$ cat src/rtl/rreq_sync_receiver_pkg.sv
// Shared constants and state encoding for the Rreq synchronizing receiver.
package rreq_sync_receiver_pkg;

  localparam int unsigned DEF_WIDTH       = 8;
  localparam int unsigned DEF_DEPTH       = 4;
  localparam int unsigned DEF_SYNC_STAGES = 2;

  typedef enum logic {
    S_IDLE = 1'b0,
    S_ACK  = 1'b1
  } state_t;

endpackage

$ cat src/rtl/rreq_sync_fifo.sv
// Small show-ahead FIFO with occupancy count and registered full/empty flags.
module rreq_sync_fifo
  import rreq_sync_receiver_pkg::*;
#(
  parameter int unsigned WIDTH = DEF_WIDTH,
  parameter int unsigned DEPTH = DEF_DEPTH
) (
  input  logic                         clk,
  input  logic                         rst,
  input  logic                         push,
  input  logic                         pop,
  input  logic [WIDTH-1:0]             wdata,
  output logic [WIDTH-1:0]             head_c,
  output logic [$clog2(DEPTH+1)-1:0]   count,
  output logic                         full,
  output logic                         empty
);

  localparam int unsigned PTR_W = $clog2(DEPTH);
  localparam int unsigned CNT_W = $clog2(DEPTH+1);

  logic [WIDTH-1:0] mem [DEPTH];
  logic [PTR_W-1:0] wr_ptr;
  logic [PTR_W-1:0] rd_ptr;
  logic [CNT_W-1:0] count_d;
  logic             do_push;
  logic             do_pop;

  // Overflowing pushes and underflowing pops are dropped here as a backstop.
  assign do_push = push & ~full;
  assign do_pop  = pop & ~empty;
  assign head_c  = mem[rd_ptr];

  // Next occupancy; simultaneous push and pop leave it unchanged.
  always_comb begin
    count_d = count;
    case ({do_push, do_pop})
      2'b10:   count_d = count + CNT_W'(1);
      2'b01:   count_d = count - CNT_W'(1);
      default: count_d = count;
    endcase
  end

  // Pointers, count and flags; pointers wrap naturally since DEPTH is a power of two.
  always_ff @(posedge clk) begin
    if (rst) begin
      wr_ptr <= '0;
      rd_ptr <= '0;
      count  <= '0;
      full   <= 1'b0;
      empty  <= 1'b1;
    end else begin
      if (do_push) wr_ptr <= wr_ptr + PTR_W'(1);
      if (do_pop)  rd_ptr <= rd_ptr + PTR_W'(1);
      count <= count_d;
      full  <= (count_d == CNT_W'(DEPTH));
      empty <= (count_d == '0);
    end
  end

  // Storage array; contents are don't-care after reset.
  always_ff @(posedge clk) begin
    if (do_push) mem[wr_ptr] <= wdata;
  end

endmodule

$ cat src/rtl/rreq_sync_receiver.sv
// Clocked consumer of a 4-phase bundled-data channel: synchronizes rreq,
// captures rdata into a FIFO, returns rack and presents words as valid/ready.
module rreq_sync_receiver
  import rreq_sync_receiver_pkg::*;
#(
  parameter int unsigned WIDTH       = DEF_WIDTH,
  parameter int unsigned DEPTH       = DEF_DEPTH,
  parameter int unsigned SYNC_STAGES = DEF_SYNC_STAGES
) (
  input  logic                         clk,
  input  logic                         rst,
  input  logic                         rreq,
  input  logic [WIDTH-1:0]             rdata,
  output logic                         rack,
  output logic                         out_valid,
  input  logic                         out_ready,
  output logic [WIDTH-1:0]             out_data,
  output logic [$clog2(DEPTH+1)-1:0]   count
);

  logic [SYNC_STAGES-1:0] sync_q;
  logic                   req_s;
  state_t                 state_q;
  state_t                 state_d;
  logic                   push_c;
  logic                   full;
  logic                   empty;

  // Multi-flop synchronizer; nothing looks at rreq ahead of this chain.
  always_ff @(posedge clk) begin
    if (rst) sync_q <= '0;
    else     sync_q <= {sync_q[SYNC_STAGES-2:0], rreq};
  end

  assign req_s = sync_q[SYNC_STAGES-1];

  // Handshake state register; it drives rack directly.
  always_ff @(posedge clk) begin
    if (rst) state_q <= S_IDLE;
    else     state_q <= state_d;
  end

  // One capture per 4-phase cycle; rack is withheld while the FIFO is full.
  always_comb begin
    state_d = state_q;
    push_c  = 1'b0;
    case (state_q)
      S_IDLE: begin
        if (req_s && !full) begin
          push_c  = 1'b1;
          state_d = S_ACK;
        end
      end
      S_ACK: begin
        if (!req_s) state_d = S_IDLE;
      end
      default: state_d = S_IDLE;
    endcase
  end

  assign rack      = (state_q == S_ACK);
  assign out_valid = ~empty;

  // rdata is sampled raw: the bundling constraint keeps it stable through the sync delay.
  rreq_sync_fifo #(
    .WIDTH (WIDTH),
    .DEPTH (DEPTH)
  ) u_fifo (
    .clk    (clk),
    .rst    (rst),
    .push   (push_c),
    .pop    (out_valid & out_ready),
    .wdata  (rdata),
    .head_c (out_data),
    .count  (count),
    .full   (full),
    .empty  (empty)
  );

endmodule

$ cat config.mk
export PLATFORM = sky130hd
export DESIGN_NAME = rreq_sync_receiver
export DESIGN_NICKNAME = d
export VERILOG_FILES = /design/src/rtl/rreq_sync_receiver_pkg.sv /design/src/rtl/rreq_sync_fifo.sv /design/src/rtl/rreq_sync_receiver.sv
export SDC_FILE = /design/constraint.sdc
export NUM_CORES = 1
export LEC_CHECK = 0
export CAP_MARGIN = 25
export CORE_ASPECT_RATIO = 1.1
export CORE_MARGIN = 3
export CORE_UTILIZATION = 35
export CTS_CLUSTER_DIAMETER = 60
export CTS_CLUSTER_SIZE = 14
export DETAILED_ROUTE_END_ITERATION = 12
export PLACE_DENSITY_LB_ADDON = 0.15
export SLEW_MARGIN = 30
export SYNTH_ARGS = -nofsm -noshare
export SYNTH_HDL_FRONTEND = slang
export SYNTH_SLANG_ARGS = --single-unit
$ cat constraint.sdc
create_clock -name clk -period 5.97 [get_ports clk]
set_input_delay 1.194 -clock clk [delete_from_list [all_inputs] [get_ports clk]]
set_output_delay 1.194 -clock clk [all_outputs]
set_load 0.1 [all_outputs]
Word-level counts from Yosys, hierarchy flattened
Memories as Yosys holds them, arrays and structs flattened. A register that Yosys moved wholly into a read port is not among the register bits. Index checks and enable logic that the tools add are counted.

Output and inout bits: 13. Logic and storage cells: 33. RAM bits: 32. Bits of input ports: 12. Bits in registers: 12. Memories: 1.

Multiplexer cells: 9. Equality and inequality tests: 3. Bitwise logic cells: 6. Reductions and logical operators: 3. Add/sub/neg operators: 4.

Memory list: u_fifo.mem (depth 4, width 8, read ports 1, clocked after memory_dff 1, write ports 1, RTL line rreq_sync_fifo.sv:22) `logic [WIDTH-1:0] mem [DEPTH];`.

Operators by type and width (count): one-hot mux 3 bit (2 select lines) (1); two-way mux 1 bit (5); adder 2 x 1 -> 2 bit, second input constant (2); two-way mux 2 bit (2); adder 3 x 1 -> 3 bit, second input constant (1); AND 1 bit (3); == test 3 bit, second input constant (1); logical NOT 3 bit (1); inverter 1 bit (3); subtractor 3 x 1 -> 3 bit, second input constant (1); == test 2 x 1 -> 1 bit, second input constant (1); == test 2 bit, second input constant (1); one-hot mux 1 bit (2 select lines) (1); logical AND 1 bit (1); logical NOT 1 bit (1).

Longest topological paths before layout
Depth after elaboration: 8. Gate-level depth with buffers: 7. Gate-level depth less buffers: 6.

Cells and area by module
Synthesis repeated with hierarchy kept, for this count alone.

Cells, all modules: 110. Area total of the unflattened synthesis: 1810.5 µm².

By module, submodules not included: rreq_sync_fifo (sequential area each 1181.1 µm², cells each 100, area an instance 1694.1 µm², times used 1); rreq_sync_receiver (sequential area each 60.1 µm², cells each 10, area an instance 116.4 µm², times used 1).

Least setup slack after synthesis
OpenSTA, ideal clock, no wires.

Kind: input -> register. Start point: in out_ready. End point: reg u_fifo.empty. Arrival time: 2.543 ns. Required time: 5.853 ns. Library setup time: 0.117 ns. Setup slack: 3.311 ns. Path buffers: 1. Stages: 7. Path through: nand2b_4 buf_6 nor2_1 fa_1 and4_1 or3_1 o22a_1.

Word-level cells in the longest chain between the ends: 5. Elaborated cells on any way between the ends: 6. Those cells by class: 2 x eq/ne; 1 x mux; 2 x bitwise; 1 x reduce/logical.

Ends and longest elaborated chain: start: declaration (RTL line rreq_sync_receiver.sv:16) `input logic out_ready,`; AND 1 bit (*) (RTL line rreq_sync_receiver.sv:72) `.pop (out_valid & out_ready),`; AND 1 bit (*) (RTL line rreq_sync_fifo.sv:31) `assign do_pop = pop & ~empty;`; == test 2 x 1 -> 1 bit or == test 2 bit (tied branches) (RTL line rreq_sync_fifo.sv:37) `case ({do_push, do_pop})`; one-hot mux 3 bit (2 select lines) (*) (RTL line rreq_sync_fifo.sv:37); logical NOT 3 bit (*) (RTL line rreq_sync_fifo.sv:57) `empty <= (count_d == '0);`; end signal: assignment (RTL line rreq_sync_fifo.sv:57); end: declaration (RTL line rreq_sync_fifo.sv:16) `output logic empty`.

Mark *: on every way between the ends. The rest lies on a longest branch, timed or not. A chain may end at the register's enable or synchronous reset.

==> impl_metrics.tcl <==
set metrics [dict create \
    p_int_uw 560 \
    cts.sinks 46 \
    multi_input_area_sq_um 520 \
    p_seq_frac 0.447 \
    via_per_inst 4.78 \
    ctsRootBufferMaster "clkbuf_8" \
    n_antenna_cell 0 \
    power_frac_clock 0.257 \
    die_width_um 74.5 \
    clk_latency_ns 0.29 \
    pwr-share-comb 0.296 \
    ir_worst_vdd_v 0.000167 \
    synth_seq_cells 46 \
    cts_buffers 5 \
    max_freq_ghz 0.269 \
    wl_per_cell_um 15.1 \
    final_antenna_net_count 0 \
    path_clk_slew_ns 0.07 \
    layoutNonFillerInstCount 190 \
    clockBufferDepth 2 \
    crit_slowest_cell "clkdlybuf4s50_1" \
    worstPathArrival_ns 2.53 \
    fin_crit_ns 3.72 \
    critical_path_peak_fanout 8 \
    grt_pass1_wl_um 4550 \
    finalMaxSlewViolations 0 \
    path_class "reg -> out" \
    hold_path_class "reg -> reg" \
    ys_seq_area_frac 0.688 \
    final_common_cell "edfxtp_1" \
    rsz0062_at_grt "no" \
    hold_buffers 0 \
    die-area_sq_um 6050 \
    gp_congestion 0.679 \
    tns_ns 0 \
    drt_iter0_markers 47 \
    worst_slew_margin_rel 0.347 \
    dpl.hpwl_um 2000 \
    die_h_um 81.3 \
    numPortBuffers 24 \
    layout-drive-gt1-share 0.127 \
    period_share 0.623 \
    syn_inst 107 \
    p_switching_uw 286 \
    vias 909 \
    worst_pin_slew_ns 0.977 \
    grt_max_degree 15 \
    grt_overflow 0 \
    crit_path_cell_trace "mux4_2 -> clkdlybuf4s50_1" \
    synth.distinct_cells 30 \
    cellLeakagePower_uw 0.000745 \
    setup_viol 0 \
    power_uw 846 \
    syn_area_sq_um 1800 \
    initial_core_util 0.375 \
    start_kind "flip-flop" \
    cts_setup_buffers 0 \
    nFillCells 439 \
    final_util 0.455 \
    cts_tree "yes" \
    final.setup_skew_ns 0.00819 \
    seq_area_sq_um 1240 \
    drv_cap 0 \
    routed_wl_um 2860 \
    synth_nets 124 \
    hold_violations 0 \
    worst_setup_path_end_kind "output port" \
    ios 25 \
    swShare 0.338 \
    layout.cells.most_common_list "edfxtp_1, clkdlybuf4s50_1, dfxtp_1" \
    dr.pass1.iters 3 \
    required_ns 4.78 \
    post-route-drc-count 0 \
    grt.total_usage 0.107 \
    power_density_nw_per_um2 386 \
    grt_pass1_vias 949 \
    rows 26 \
    critPathMaxStageDelay_ns 0.98 \
    htree_levels 2 \
    fin_nets 150 \
    area_growth_pct 21.4 \
    yosys_warnings 0 \
    cts-resized-gates 0 \
    core_area_sq_um 4810 \
    antenna_found_initial 0 \
    synth_area_per_cell_sq_um 16.9 \
    place_inst 182 \
    outcome "completed" \
]
## power groups by stage
stage / clock network (uW) / registers, uW / logic, uW
finish: 217 / 378 / 250
global route: 244 / 382 / 261
CTS: 227 / 380 / 252
detailed placement: 0 / 387 / 252
global placement: 0 / 386 / 249
floorplan: 0 / 408 / 177
## state kept, by name (all words and copies together), names as in the netlist, named ones only
name / count
u_fifo.empty: 1
u_fifo.rd_ptr: 2
rack: 1
u_fifo.mem: 32
u_fifo.count: 3
u_fifo.full: 1
u_fifo.wr_ptr: 2
sync_q: 2
## synthesized netlist by cell type
| master | number | area share |
|---|---|---|
| edfxtp_1 | 32 | 0.53 |
| nor3_1 | 3 | 0.0083 |
| nor3b_1 | 1 | 0.0042 |
| mux2_1 | 1 | 0.0062 |
| and3_1 | 1 | 0.0035 |
| nand3_1 | 1 | 0.0028 |
| mux4_2 | 8 | 0.10 |
| xnor2_1 | 2 | 0.0097 |
| nor3b_2 | 1 | 0.0069 |
| fa_1 | 1 | 0.011 |
| buf_1 | 1 | 0.0021 |
| o22a_1 | 1 | 0.0049 |
| nand2b_4 | 1 | 0.0076 |
| ha_1 | 4 | 0.028 |
| nor4b_1 | 1 | 0.0049 |
| inv_1 | 3 | 0.0062 |
| nor3b_4 | 1 | 0.010 |
| dfxtp_1 | 14 | 0.16 |
| and4_1 | 1 | 0.0049 |
| and2_1 | 5 | 0.017 |
| nor2_1 | 11 | 0.023 |
| nor2b_1 | 4 | 0.014 |
| or3_1 | 1 | 0.0035 |
| buf_4 | 1 | 0.0042 |
| buf_2 | 1 | 0.0028 |
| buf_6 | 1 | 0.0062 |
| a21oi_1 | 1 | 0.0028 |
| xor2_1 | 2 | 0.0097 |
| clkbuf_1 | 1 | 0.0021 |
| mux2i_1 | 1 | 0.0055 |
## path summary, 6_finish.rpt
| kind | startpoint | end | slack (ns) | cells past startpoint |
|---|---|---|---|---|
| hold reg to reg | sync_q[0]$_SDFF_PP0_ | sync_q[1]$_SDFF_PP0_ | 0.44 | 1 |
| setup reg to reg | u_fifo.full$_SDFF_PP0_ | u_fifo.empty$_SDFF_PP1_ | 3.69 | 6 |
| hold / removal | sync_q[0]$_SDFF_PP0_ | sync_q[1]$_SDFF_PP0_ | 0.44 | 1 |
| setup / recovery | flip-flop | out_data[6] | 2.25 | 2 |
## worst max-delay path: cells and delay by family, from the launching register on
kind     cells  cell delay [ns]
mux          1             0.58
buf+inv      1             0.98
flops        1             0.68
## logic make-up (layout without fill, tap and decap cells)
kind of cell / Yosys count / after routing / share of synthesized area
xor gates and xnor gates: 4 / 4 / 0.0194
adders and majority gates: 5 / 5 / 0.0388
muxes: 10 / 10 / 0.112
DFF: 46 / 46 / 0.688
buffers and inverters: 8 / 35 / 0.0236
and+or+nand+nor: 32 / 32 / 0.111
AOI/OAI and AO/OA: 2 / 2 / 0.00763
## metal layers
layer / vias up / wire (um) / global-route usage
met4: 0 / 41 / 0.0480
met5: - / 0 / 0
met3: 4 / 132 / 0.0396
li1: 442 / - / -
met1: 442 / 1170 / 0.118
met2: 21 / 1520 / 0.182
## final cells by class
type                    instances  share of cell area
flip-flops and latches         46               0.567
multi-input cells              53               0.238
repair buffers                 24               0.110
clock buffers                   6              0.0331
well taps                      56              0.0320
clock inverters                 2              0.0154
inverters                       3             0.00514
## through the flow
stage	area, sq um	setup slack [ns]	hold slack, ns
global placement	2080	2.49	0.424
CTS	2190	2.15	0.448
floorplan	1800	3.31	0.414
global route	2190	2.10	0.463
detailed placement	2080	2.47	0.429
finish	2190	2.25	0.440
Note: power is estimated with default switching activity, not from simulation.
